==> src/rtl/sample_serializer_pkg.sv <==
// sample_serializer_pkg: FSM state encoding and frame constants shared by the serializer files
package sample_serializer_pkg;
  typedef enum logic [2:0] {
    S_IDLE,
    S_START,
    S_DATA,
    S_PARITY,
    S_STOP
  } state_t;
  localparam int FRAME_BITS = 11;
endpackage

==> src/rtl/sample_fifo.sv <==
// sample_fifo: synchronous sample buffer, DEPTH a power of two
// ports: clk, rst_n (async active-low), i_flush (empties buffer, overrides push/pop),
//        i_push/i_din write, i_pop advances head, o_dout head word, o_full, o_empty
module sample_fifo #(
  parameter int DEPTH = 4,
  parameter int W     = 8
) (
  input  logic         clk,
  input  logic         rst_n,
  input  logic         i_flush,
  input  logic         i_push,
  input  logic         i_pop,
  input  logic [W-1:0] i_din,
  output logic [W-1:0] o_dout,
  output logic         o_full,
  output logic         o_empty
);
  localparam int AW = $clog2(DEPTH);
  localparam int CW = AW + 1;
  logic [W-1:0]  r_mem [DEPTH];
  logic [AW-1:0] r_wp, r_rp;
  logic [CW-1:0] r_cnt;
  assign o_dout  = r_mem[r_rp];
  assign o_full  = r_cnt == CW'(DEPTH);
  assign o_empty = r_cnt == '0;
  // pointers wrap naturally at DEPTH because DEPTH is a power of two
  always_ff @(posedge clk or negedge rst_n)
    if (!rst_n) begin
      r_wp  <= '0;
      r_rp  <= '0;
      r_cnt <= '0;
    end else if (i_flush) begin
      r_wp  <= '0;
      r_rp  <= '0;
      r_cnt <= '0;
    end else begin
      if (i_push) r_wp <= r_wp + 1'b1;
      if (i_pop) r_rp <= r_rp + 1'b1;
      r_cnt <= r_cnt + CW'(i_push) - CW'(i_pop);
    end
  always_ff @(posedge clk)
    if (i_push && !i_flush) r_mem[r_wp] <= i_din;
endmodule

==> src/rtl/sample_serializer.sv <==
// sample_serializer: buffers 8-bit samples and sends each as start/8 data LSB-first/even parity/stop
// ports: clk, rst_n (async active-low), enn (low flushes and idles), din/din_valid sample input,
//        ser_out serial line (idle 1), ser_busy, frame_start pulse, fifo_full, overflow pulse
module sample_serializer #(
  parameter int CLKS_PER_BIT = 4,
  parameter int FIFO_DEPTH   = 4
) (
  input  logic       clk,
  input  logic       rst_n,
  input  logic       enn,
  input  logic [7:0] din,
  input  logic       din_valid,
  output logic       ser_out,
  output logic       ser_busy,
  output logic       frame_start,
  output logic       fifo_full,
  output logic       overflow
);
  import sample_serializer_pkg::*;
  state_t     r_state, w_state;
  logic [7:0] r_cnt, w_cnt;
  logic [2:0] r_idx, w_idx;
  logic [7:0] r_sh, w_sh;
  logic       r_par, w_par;
  logic       r_ser, r_fs, r_busy, r_ovf;
  logic       w_pop, w_push, w_empty, w_full, w_bit_end, w_ser;
  logic [7:0] w_head;
  // a pop frees a slot in the same cycle, so a strobe into a full buffer is still taken then
  assign w_push = enn && din_valid && (!w_full || w_pop);
  sample_fifo #(.DEPTH(FIFO_DEPTH), .W(8)) u_fifo (
    .clk    (clk),
    .rst_n  (rst_n),
    .i_flush(!enn),
    .i_push (w_push),
    .i_pop  (w_pop),
    .i_din  (din),
    .o_dout (w_head),
    .o_full (w_full),
    .o_empty(w_empty)
  );
  always_comb begin
    w_bit_end = r_cnt == 8'(CLKS_PER_BIT - 1);
    w_state   = r_state;
    w_cnt     = w_bit_end ? '0 : r_cnt + 8'd1;
    w_idx     = r_idx;
    w_sh      = r_sh;
    w_par     = r_par;
    w_pop     = 1'b0;
    case (r_state)
      S_IDLE: begin
        w_cnt = '0;
        if (!w_empty) begin
          w_pop   = 1'b1;
          w_state = S_START;
        end
      end
      S_START:
        if (w_bit_end) begin
          w_state = S_DATA;
          w_idx   = '0;
        end
      S_DATA:
        if (w_bit_end) begin
          w_sh  = r_sh >> 1;
          w_idx = r_idx + 3'd1;
          if (r_idx == 3'd7) w_state = S_PARITY;
        end
      S_PARITY:
        if (w_bit_end) w_state = S_STOP;
      S_STOP:
        if (w_bit_end) begin
          w_pop   = !w_empty;
          w_state = w_empty ? S_IDLE : S_START;
        end
      default: w_state = S_IDLE;
    endcase
    if (!enn) begin
      w_state = S_IDLE;
      w_cnt   = '0;
      w_pop   = 1'b0;
    end
    if (w_pop) begin
      w_sh  = w_head;
      w_par = ^w_head;
    end
    w_ser = r_state == S_DATA ? r_sh[0] : r_state == S_PARITY ? r_par : r_state != S_START;
  end
  // line outputs are registered from the current state, so the line trails the FSM by one cycle
  always_ff @(posedge clk or negedge rst_n)
    if (!rst_n) begin
      r_state <= S_IDLE;
      r_cnt   <= '0;
      r_idx   <= '0;
      r_sh    <= '0;
      r_par   <= 1'b0;
      r_ser   <= 1'b1;
      r_fs    <= 1'b0;
      r_busy  <= 1'b0;
      r_ovf   <= 1'b0;
    end else begin
      r_state <= w_state;
      r_cnt   <= w_cnt;
      r_idx   <= w_idx;
      r_sh    <= w_sh;
      r_par   <= w_par;
      r_ser   <= !enn || w_ser;
      r_fs    <= enn && r_state == S_START && r_cnt == '0;
      r_busy  <= enn && (r_state != S_IDLE || !w_empty);
      r_ovf   <= enn && din_valid && w_full && !w_pop;
    end
  assign ser_out     = r_ser;
  assign ser_busy    = r_busy;
  assign frame_start = r_fs;
  assign fifo_full   = w_full;
  assign overflow    = r_ovf;
endmodule
==> config.mk <==
export PLATFORM = sky130hd
export DESIGN_NAME = sample_serializer
export DESIGN_NICKNAME = d
export VERILOG_FILES = /design/src/rtl/sample_serializer_pkg.sv /design/src/rtl/sample_fifo.sv /design/src/rtl/sample_serializer.sv
export SDC_FILE = /design/constraint.sdc
export NUM_CORES = 1
export LEC_CHECK = 0
export BUFFER_PORTS_ARGS = -buffer_cell sky130_fd_sc_hd__buf_2
export CORE_MARGIN = 1
export CORE_UTILIZATION = 35
export DETAILED_ROUTE_END_ITERATION = 10
export GPL_TIMING_DRIVEN = 0
export SLEW_MARGIN = 15
export SYNTH_ARGS = -nofsm -noshare
export SYNTH_HDL_FRONTEND = slang
export SYNTH_SLANG_ARGS = --single-unit
==> constraint.sdc <==
create_clock -name clk -period 6.7 [get_ports clk]
set_clock_uncertainty 0.1 [all_clocks]
set_input_delay 1.005 -clock clk [delete_from_list [all_inputs] [get_ports clk]]
set_output_delay 1.005 -clock clk [all_outputs]
set_load 0.05 [all_outputs]
==> results.py, run 1 <==
metrics = {
    "setup_path": {
        "critPathCaptureType": "flop",
        "slowest_stage": "or4_4",
        "path_max_fanout": 4,
        "path_buf_inv": 1,
        "startpoint_type": "flop",
        "path_class": "reg2reg",
        "critPathTopFamily": "simple AND/OR/NAND/NOR gates",
        "cp_cell_sequence": "or4_4, or4_4, a21oi_2, mux2_1, nor2_1, ha_1, inv_1, fa_1, xnor2_1, nor2_1",
        "worst_path_largest_cell_delay_ns": 0.59,
        "crit_required_ns": 6.82,
        "cp.arrival_ns": 3.36,
    },
    "cts": {
        "cts_made_buffers": 9,
        "cts_sinks": 66,
        "h-tree-depth": 3,
        "root_buffer": "clkbuf_8",
        "cts_resized": 0,
        "cts.path.max_buffers": 2,
        "clock_latency_ns": 0.35,
        "hold_buffers": 0,
        "postCtsSetupBuffers": 0,
        "cts_tree": "done",
        "clk_pin_slew_worst_paths_ns": 0.08,
    },
    "finish": {
        "fin_nets": 278,
        "drive_gt1_share_pct": 19.92,
        "diodes": 0,
        "postLayoutCoreUtil_pct": 41.56,
        "regArea_um2": 1813,
        "syn_to_final_growth_pct": 13.83,
        "finalInstanceArea_um2": 3450,
        "nFillCells": 771,
        "multi_input_area_um2": 1147,
    },
    "routing": {
        "wl_met2_mm": 2.411,
        "routedWlPerCell_um": 14.08,
        "routed_wl_mm": 5.155,
        "vias": 1794,
        "m1WireLength_mm": 2.474,
        "ant_nets": 0,
        "top_layer": "met4",
        "wl_met3_um": 169,
        "drc": 0,
        "drt_iter0_drc": 118,
        "firstDrtPassIters": 4,
        "vias_per_cell": 4.902,
    },
    "synthesis": {
        "ys_async_sr_fraction_pct": 51.52,
        "synthTopCellsByArea": "edfxtp_1 (32%), dfrtp_1 (27%), mux4_2 (5.9%), xnor2_1 (4.0%), ha_1 (3.7%)",
        "yosysUniqueCellTypes": 40,
        "synth_top_flop_cell": "dfrtp_1",
        "syn_inst": 229,
        "ys_seq_elements": 66,
        "yosysWarnings": 0,
        "yosysTopAreaCell": "edfxtp_1",
        "synth_nets": 251,
        "synth_area_um2": 3030,
        "synth.avg_cell_area_um2": 13.23,
        "synth_edf_count": 32,
        "ys_seq_area_share_pct": 59.83,
        "synth_top_area_share_pct": 31.71,
    },
    "min_path": {
        "hold_class": "reg2reg",
    },
    "floorplan": {
        "fp.dieW_um": 95.05,
        "die_height_um": 95.05,
        "ios": 17,
        "die-area_um2": 9035,
        "initial_utilization_pct": 36.51,
        "core-area_um2": 8299,
        "rows": 33,
    },
    "outcome": {
        "status": "completed",
    },
    "power": {
        "pwr_density_cell_nw_per_um2": 354.6,
        "ir_drop_mv": 0.1817,
        "power.leakage_nw": 1.383,
        "total_power_mw": 1.223,
    },
    "global_routing": {
        "overflow": 0,
        "grt_max_degree": 35,
        "grt_pass1_vias": 1770,
        "grt_antenna_before_repair": 0,
        "track_usage_pct": 13.29,
        "grt_pass1_wl_mm": 8.790,
    },
    "job": {
        "drv_cap": 0,
    },
    "placement": {
        "globalplace.congestion": 0.7753,
        "io_buffers": 16,
        "hpwl_mm": 3.546,
        "pre_cts_ws_ns": 3.498,
        "postPlaceCellArea_um2": 3242,
    },
    "sta": {
        "hold_viol": 0,
        "setup_violations": 0,
        "tightest_slew_ns": 0.7622,
        "slew_headroom_pct": 49.18,
        "setup_tns_ns": 0,
        "slew_violations": 0,
        "period_needed_ns": 3.244,
        "rsz0062_at_grt": "no",
        "fin_crit_sh_pct": 48.42,
        "finalWorstSetupSlack_ns": 3.456,
        "clock.fmax_mhz": 308.3,
    },
}
-- stage by stage --
stage | hold WS [ns] | cells
final | 0.3790 | 366
after CTS | 0.3865 | 366
after floorplan | 0.3466 | 229
after detailed placement | 0.3743 | 350
after global placement | 0.3708 | 350
after global routing | 0.4253 | 366
-- sequential cells by signal, indices dropped and copies added, names as in the netlist --
register      count
frame_start       1
overflow          1
r_cnt             8
r_idx             3
r_par             1
r_sh              8
r_state           3
ser_busy          1
ser_out           1
u_fifo.r_cnt      3
u_fifo.r_mem     32
u_fifo.r_rp       2
u_fifo.r_wp       2
-- layout make-up --
cell class,count,share of cell area (%)
buffer,7,0.8342
tap,105,3.808
clock buffer,9,3.591
clock inverter,7,2.430
inverter,11,1.197
timing repair buffer,16,2.321
sequential,66,52.56
multi-input combinational,145,33.26
-- worst reg2reg max path, delay by kind of cell, from the launching register on --
family | cells | cell delay, ns
AOI/OAI and AO/OA | 1 | 0.28
xor gates and xnor gates | 1 | 0.16
adders and majority gates | 2 | 0.53
buffers and inverters | 1 | 0.05
DFF | 1 | 0.42
muxes | 1 | 0.35
and+or+nand+nor | 4 | 1.21
-- worst paths after layout --
kind                            slack [ns]      from              end  cells after the start
worst max-delay path                  3.46  r_cnt[5]  u_fifo.r_cnt[2]                     10
worst min-delay path                  0.38  r_cnt[0]         r_cnt[0]                      1
worst max register to register        3.46  r_cnt[5]  u_fifo.r_cnt[2]                     10
worst min register to register        0.38  r_cnt[0]         r_cnt[0]                      1
max in group asynchronous             5.39     rst_n         r_idx[2]                      1
min in group asynchronous             0.63     rst_n         r_cnt[0]                      1
-- metal layers --
metal / track usage [%] / vias to the layer above
met1: 17.96 / 881
met5: 0 / -
met3: 3.429 / 8
li1: - / 880
met4: 6.061 / 0
met2: 20.08 / 25
-- cell usage after synthesis (3+ instances only) --
cell,instances
nand2_1,22
or3_1,4
xor2_1,4
nand3_1,3
xnor2_1,14
a22o_1,4
inv_1,11
o21ai_0,11
and2_1,6
nor2_1,23
mux2i_1,7
mux4_2,8
a21oi_1,4
edfxtp_1,32
ha_1,9
dfrtp_1,33
clkbuf_1,5
-- logic make-up (layout without fill, tap and decap cells) --
logic type,count (synthesis),in the layout,share of synthesized area [%]
AOI/OAI and AO/OA,28,28,6.689
DFF,66,66,59.83
buffers and inverters,18,50,2.312
xor gates and xnor gates,18,18,5.202
muxes,16,16,8.629
adders and majority gates,10,10,4.377
and+or+nand+nor,73,73,12.96
-- layout by cell type, fill, tap and decap left out, types with 2 or more instances in the layout --
cell	instances
clkbuf_1	5
clkbuf_8	9
or3_1	4
a22o_1	4
nand3_1	3
or4_4	2
buf_2	18
mux4_2	8
and2_1	6
xor2_1	4
a32o_1	2
nor2_1	23
mux2i_1	7
ha_1	9
xnor2_1	14
dfrtp_1	33
o21ai_0	11
nor4_1	2
nand2_1	22
edfxtp_1	32
inv_6	3
inv_1	11
a21oi_1	4
nand3b_1	2
and3_1	2
-- where the power goes --
part	leakage, nW	switching, mW	total [mW]	internal, mW
sequential	0.739	0.0276	0.511	0.484
combinational	0.541	0.202	0.357	0.155
clock	0.103	0.176	0.355	0.179
total	1.38	0.406	1.22	0.817
(Power assumes the default switching activity.)
==> inputs of run 2 (changes only) <==
Clock period 6.7 ns to 2.7 ns, I/O delays scaled along.
==> run 2 against run 1 <==
Against the previous run:
- the flow now finishes with violations (setup timing)
- design area increased by 3.3%
- sequential power increased by 150%
- fmax increased by 12%
- critical path depth decreased by 1
- cell count increased by 1.4%
- global-route usage increased by 0.36 points
- worst hold slack got worse by 0.36 ns
- combinational power increased to 2.7 times the previous value
- wire length increased by 1.6%
- setup slack got worse by 3.7 ns
- die area unchanged
- largest cell class unchanged
- highest routed layer unchanged
==> results.py, run 2 (synthesis results as in run 1) <==
metrics = {
    "outcome": {
        "failed_checks": "setup timing",
        "status": "finished, violations left",
    },
    "sta": {
        "setup_violations": 2,
        "clock.fmax_mhz": 344.9,
        "slew_headroom_pct": 49.95,
        "finalWorstSetupSlack_ns": -0.1990,
        "hold_viol": 0,
        "period_needed_ns": 2.899,
        "fin_crit_sh_pct": 107.4,
        "rsz0062_at_grt": "yes",
        "slew_violations": 0,
        "hold-worst-slack_ns": 0.02192,
        "tightest_slew_ns": 0.7507,
    },
    "setup_path": {
        "critPathCaptureType": "flop",
        "rr_worst_depth": 9,
        "cp.arrival_ns": 3.01,
        "rr_endpoint": "u_fifo.r_cnt[1]",
        "rrSetupSlack_ns": -0.20,
        "reg2reg_from": "r_cnt[2]",
        "startpoint_type": "flop",
        "path_class": "reg2reg",
        "path_max_fanout": 2,
        "crit_required_ns": 2.81,
    },
    "finish": {
        "reg.largest.list": "u_fifo.r_mem (32), r_cnt (8), r_sh (8)",
        "syn_to_final_growth_pct": 17.55,
        "regMostFlops": "u_fifo.r_mem",
        "largest_reg_flops": 32,
        "layout_commonest_cell": "dfrtp_1",
        "final_cell_mix": "dfrtp_1 (33), edfxtp_1 (32), nor2_1 (22), nand2_1 (22), buf_2 (18)",
        "fin_cells": 371,
        "fin_nets": 283,
        "nFillCells": 785,
        "diodes": 0,
        "drive_gt1_share_pct": 24.44,
    },
    "cts": {
        "cts_made_buffers": 9,
        "cts.path.max_buffers": 2,
        "h-tree-depth": 3,
        "cts_sinks": 66,
        "root_buffer": "clkbuf_8",
        "clk_pin_slew_worst_paths_ns": 0.08,
        "hold_buffers": 0,
        "cts_tree": "done",
        "clock_latency_ns": 0.34,
    },
    "routing": {
        "drc": 0,
        "vias_per_cell": 4.887,
        "drt_iter0_drc": 60,
        "routedWlPerCell_um": 14.12,
        "ant_nets": 0,
        "firstDrtPassIters": 6,
        "vias": 1813,
        "routed_wl_mm": 5.239,
    },
    "power": {
        "ir_drop_mv": 0.4720,
        "total_power_mw": 3.240,
        "power.leakage_nw": 1.443,
        "pwr_density_cell_nw_per_um2": 909.6,
    },
    "floorplan": {
        "rows": 33,
        "fp.dieW_um": 95.05,
        "die-area_um2": 9035,
        "ios": 17,
        "core-area_um2": 8299,
        "initial_utilization_pct": 36.51,
        "die_height_um": 95.05,
    },
    "placement": {
        "pre_cts_ws_ns": -0.4353,
        "dp_cells": 350,
        "io_buffers": 16,
        "hpwl_mm": 3.616,
        "globalplace.congestion": 0.7984,
    },
    "global_routing": {
        "grt_pass1_wl_mm": 9.018,
        "grt_pass1_vias": 1826,
        "overflow": 0,
        "track_usage_pct": 13.65,
        "grt_antenna_before_repair": 0,
        "grt_max_degree": 35,
    },
    "job": {
        "drv_cap": 0,
    },
    "min_path": {
        "hold_class": "in2async",
    },
}
## run 2: cell count changes in the layout (fill, tap and decap cells not counted), sizes merged
cell,delta
bufinv,+2
buf,+5
clkinvlp,-1
inv,-3
clkinv,+2
## run 2: report_power, final
group	switching [mW]	leakage [nW]	internal (mW)
sequential	0.0696	0.739	1.20
clock	0.402	0.124	0.621
combinational	0.527	0.580	0.420
## run 2: how the worst max path moves through the flow
stage / depth (start not counted) / end / startpoint / slack (ns)
floorplan: 10 / u_fifo.r_cnt[2] / r_cnt[2] / -0.26
CTS: 10 / u_fifo.r_cnt[2] / r_cnt[4] / -0.32
detailed placement: 10 / u_fifo.r_cnt[2] / r_cnt[2] / -0.44
finish: 9 / u_fifo.r_cnt[1] / r_cnt[2] / -0.20
global placement: 10 / u_fifo.r_cnt[2] / r_cnt[2] / -0.40
global route: 9 / u_fifo.r_cnt[1] / r_cnt[4] / -0.32
## run 2: critical path, cell delays in order, from the launching register on
cell	delay [ns]
dfrtp_1	0.39
or4_4	0.54
or4_4	0.46
a21oi_4	0.17
mux2_4	0.31
nor2_2	0.08
ha_1	0.14
inv_1	0.05
fa_2	0.51
nor2_1	0.04
## run 2: layer usage
layer	global-route usage, %	part of all wire, %	vias up
met5	0	0	-
met4	5.303	1.3	0
met3	4.306	3.2	9
met2	21.28	49	31
met1	17.73	46	883
li1	-	-	890
## run 2: per-stage QoR
| step | utilization, % | setup TNS (ns) | instance area (um^2) |
|---|---|---|---|
| 2_1_floorplan | - | -0.4539 | 3042 |
| 3_3_place_gp | 39.20 | -1.726 | 3253 |
| 3_5_place_dp | 39.20 | -3.068 | 3253 |
| 4_1_cts | 42.92 | -0.6278 | 3562 |
| 5_1_grt | 42.92 | -0.6280 | 3562 |
| 6_report | 42.92 | -0.3956 | 3562 |
## run 2: cell type report
class                   count  area [um^2]  area share (%)
plain buffers               7        28.78          0.8079
clock buffers               9        123.9           3.477
clock inverters             7        125.1           3.512
inverters                  11        41.29           1.159
multi-input cells         145         1181           33.16
flip-flops and latches     66         1813           50.90
well taps                 105        131.4           3.688
repair buffers             21        117.6           3.302
## run 2: timing repair
item                       in CTS  in global routing
setup buffers                   5                  0
setup endpoints to repair      35                 35
pin swaps                       4                  3
resized for setup              11                  0
==> inputs of run 3 (changes only) <==
Settings changed: CTS_CLUSTER_SIZE set to 30, SETUP_SLACK_MARGIN set to 0.3.
==> run 3 against run 2 <==
Against the previous run:
- the flow still finishes with violations (setup timing)
- fmax decreased by 0.72%
- core utilization up 1.6 points
- critical path depth did not move
- sequential share of layout area shrank 1.9 points
- wire length grew 6.1%
- largest power group unchanged
==> results.py, run 3 (synthesis results as in run 1) <==
metrics = {
    "outcome": {
        "status": "finished, violations left",
        "failed_checks": "setup timing",
    },
    "finish": {
        "regMostFlops": "u_fifo.r_mem",
        "drive_gt1_share_pct": 28.10,
        "syn_to_final_growth_pct": 22.05,
        "postLayoutCoreUtil_pct": 44.57,
        "largest_reg_flops": 32,
        "final_cell_mix": "dfrtp_1 (33), edfxtp_1 (32), nor2_1 (22), nand2_1 (22), buf_2 (17)",
        "fin_cells": 379,
        "fin_nets": 291,
        "diodes": 0,
        "layout_commonest_cell": "dfrtp_1",
        "reg.largest.list": "u_fifo.r_mem (32), r_cnt (8), r_sh (8)",
    },
    "min_path": {
        "hold_class": "in2async",
    },
    "floorplan": {
        "die_height_um": 95.05,
        "ios": 17,
        "die-area_um2": 9035,
        "fp.dieW_um": 95.05,
        "core-area_um2": 8299,
        "initial_utilization_pct": 36.51,
        "rows": 33,
    },
    "global_routing": {
        "grt_antenna_before_repair": 0,
        "track_usage_pct": 13.72,
        "overflow": 0,
        "grt_max_degree": 35,
        "grt_pass1_vias": 1947,
        "grt_pass1_wl_mm": 9.121,
    },
    "placement": {
        "globalplace.congestion": 0.7117,
        "hpwl_mm": 3.631,
        "dp_cells": 350,
        "io_buffers": 16,
    },
    "routing": {
        "vias_per_cell": 4.923,
        "firstDrtPassIters": 4,
        "drt_iter0_drc": 85,
        "drc": 0,
        "routed_wl_mm": 5.558,
        "vias": 1866,
        "routedWlPerCell_um": 14.66,
        "ant_nets": 0,
    },
    "cts": {
        "clk_pin_slew_worst_paths_ns": 0.08,
        "clock_latency_ns": 0.34,
        "cts_tree": "done",
        "h-tree-depth": 3,
        "root_buffer": "clkbuf_8",
        "cts_sinks": 66,
        "cts_made_buffers": 9,
        "hold_buffers": 0,
        "cts.path.max_buffers": 2,
    },
    "setup_path": {
        "path_buf_inv": 1,
        "rr_endpoint": "u_fifo.r_cnt[1]",
        "crit_top_cell": "or4_4",
        "startpoint_type": "flop",
        "critPathTopFamily": "simple AND/OR/NAND/NOR gates",
        "cp.arrival_ns": 3.04,
        "reg2reg_from": "r_cnt[5]",
        "worst_path_largest_cell_delay_ns": 0.54,
        "cp_cell_sequence": "or4_4, or4_4, a21oi_4, mux2_4, nor2_4, ha_4, inv_2, fa_2, nor2_1",
        "rrSetupSlack_ns": -0.22,
        "path_max_fanout": 2,
        "slowest_stage": "or4_4",
        "path_class": "reg2reg",
        "rr_worst_depth": 9,
        "crit_required_ns": 2.82,
        "critPathCaptureType": "flop",
    },
    "sta": {
        "setup_violations": 2,
        "tightest_slew_ns": 0.7670,
        "setup_tns_ns": -0.4287,
        "slew_violations": 0,
        "finalWorstSetupSlack_ns": -0.2202,
        "clock.fmax_mhz": 342.4,
        "period_needed_ns": 2.920,
        "slew_headroom_pct": 48.86,
        "rsz0062_at_grt": "yes",
        "hold_viol": 0,
        "fin_crit_sh_pct": 108.2,
    },
    "power": {
        "pwr_density_cell_nw_per_um2": 898.1,
        "switching_share_pct": 30.54,
        "combPwrFrac_pct": 31.5,
        "ir_drop_mv": 0.4533,
        "power.leakage_nw": 1.491,
        "power.internal_mw": 2.307,
        "clockPowerShare_pct": 30.0,
        "p_seq_share_pct": 38.4,
        "p_switching_mw": 1.014,
    },
    "job": {
        "drv_cap": 0,
    },
}
==> run 3: cell types whose count changed in the layout (fill, tap and decap cells not counted), moves of 2 or more <==
cell      before  now
clkinv_2       0    3
buf_8          0    2
clkinv_4       3    0
buf_4          5   10
==> run 3: how the worst max path moves through the flow <==
stage,startpoint,slack (ns),cells after the start,to
global route,r_cnt[5],-0.29,10,u_fifo.r_cnt[2]
CTS,r_cnt[5],-0.30,9,u_fifo.r_cnt[1]
global placement,r_cnt[2],-0.40,10,u_fifo.r_cnt[2]
detailed placement,r_cnt[2],-0.39,10,u_fifo.r_cnt[2]
finish,r_cnt[5],-0.22,9,u_fifo.r_cnt[1]
floorplan,r_cnt[2],-0.26,10,u_fifo.r_cnt[2]
==> run 3: per-stage QoR <==
| stage | cell area [um^2] | hold WS, ns | power [mW] | worst slack (ns) |
|---|---|---|---|---|
| 6_report | 3699 | 0.02992 | 3.322 | -0.2202 |
| 5_1_grt | 3699 | 0.08744 | 3.511 | -0.2854 |
| 4_1_cts | 3570 | 0.05558 | 3.247 | -0.2980 |
| 3_5_place_dp | 3263 | 0.3983 | 2.218 | -0.3891 |
| 3_3_place_gp | 3263 | 0.3764 | 2.197 | -0.4029 |
| 2_1_floorplan | 3052 | 0.009409 | 2.021 | -0.2573 |
==> run 3: power by group through the flow <==
| stage | Clock (mW) | Combinational, mW | Sequential, mW |
|---|---|---|---|
| floorplan | 0 | 0.692 | 1.33 |
| global placement | 0 | 0.909 | 1.29 |
| detailed placement | 0 | 0.923 | 1.30 |
| CTS | 1.02 | 0.951 | 1.27 |
| global route | 1.06 | 1.16 | 1.29 |
| finish | 0.997 | 1.05 | 1.28 |
==> run 3: per-layer routing <==
metal,global-route usage [%],share of wire (%),vias to the layer above
li1,-,-,900
met1,16.76,47,934
met2,23.20,49,25
met3,4.306,2.6,7
met4,4.167,1.2,0
met5,0,0,-
==> run 3: what timing repair did <==
| action | CTS | global route |
|---|---|---|
| setup endpoints to repair | 44 | 49 |
| pin swaps | 8 | 7 |
| gates resized for setup | 3 | 16 |
| cloned | 0 | 1 |
| setup buffers | 7 | 5 |
==> run 3: layout make-up <==
class	instances	area (um^2)
plain buffers	7	38.79
clock buffers	10	127.6
clock inverters	6	105.1
fillers	751	4601
inverters	11	41.29
multi-input cells	145	1235
flip-flops and latches	66	1813
well taps	105	131.4
repair buffers	29	206.4
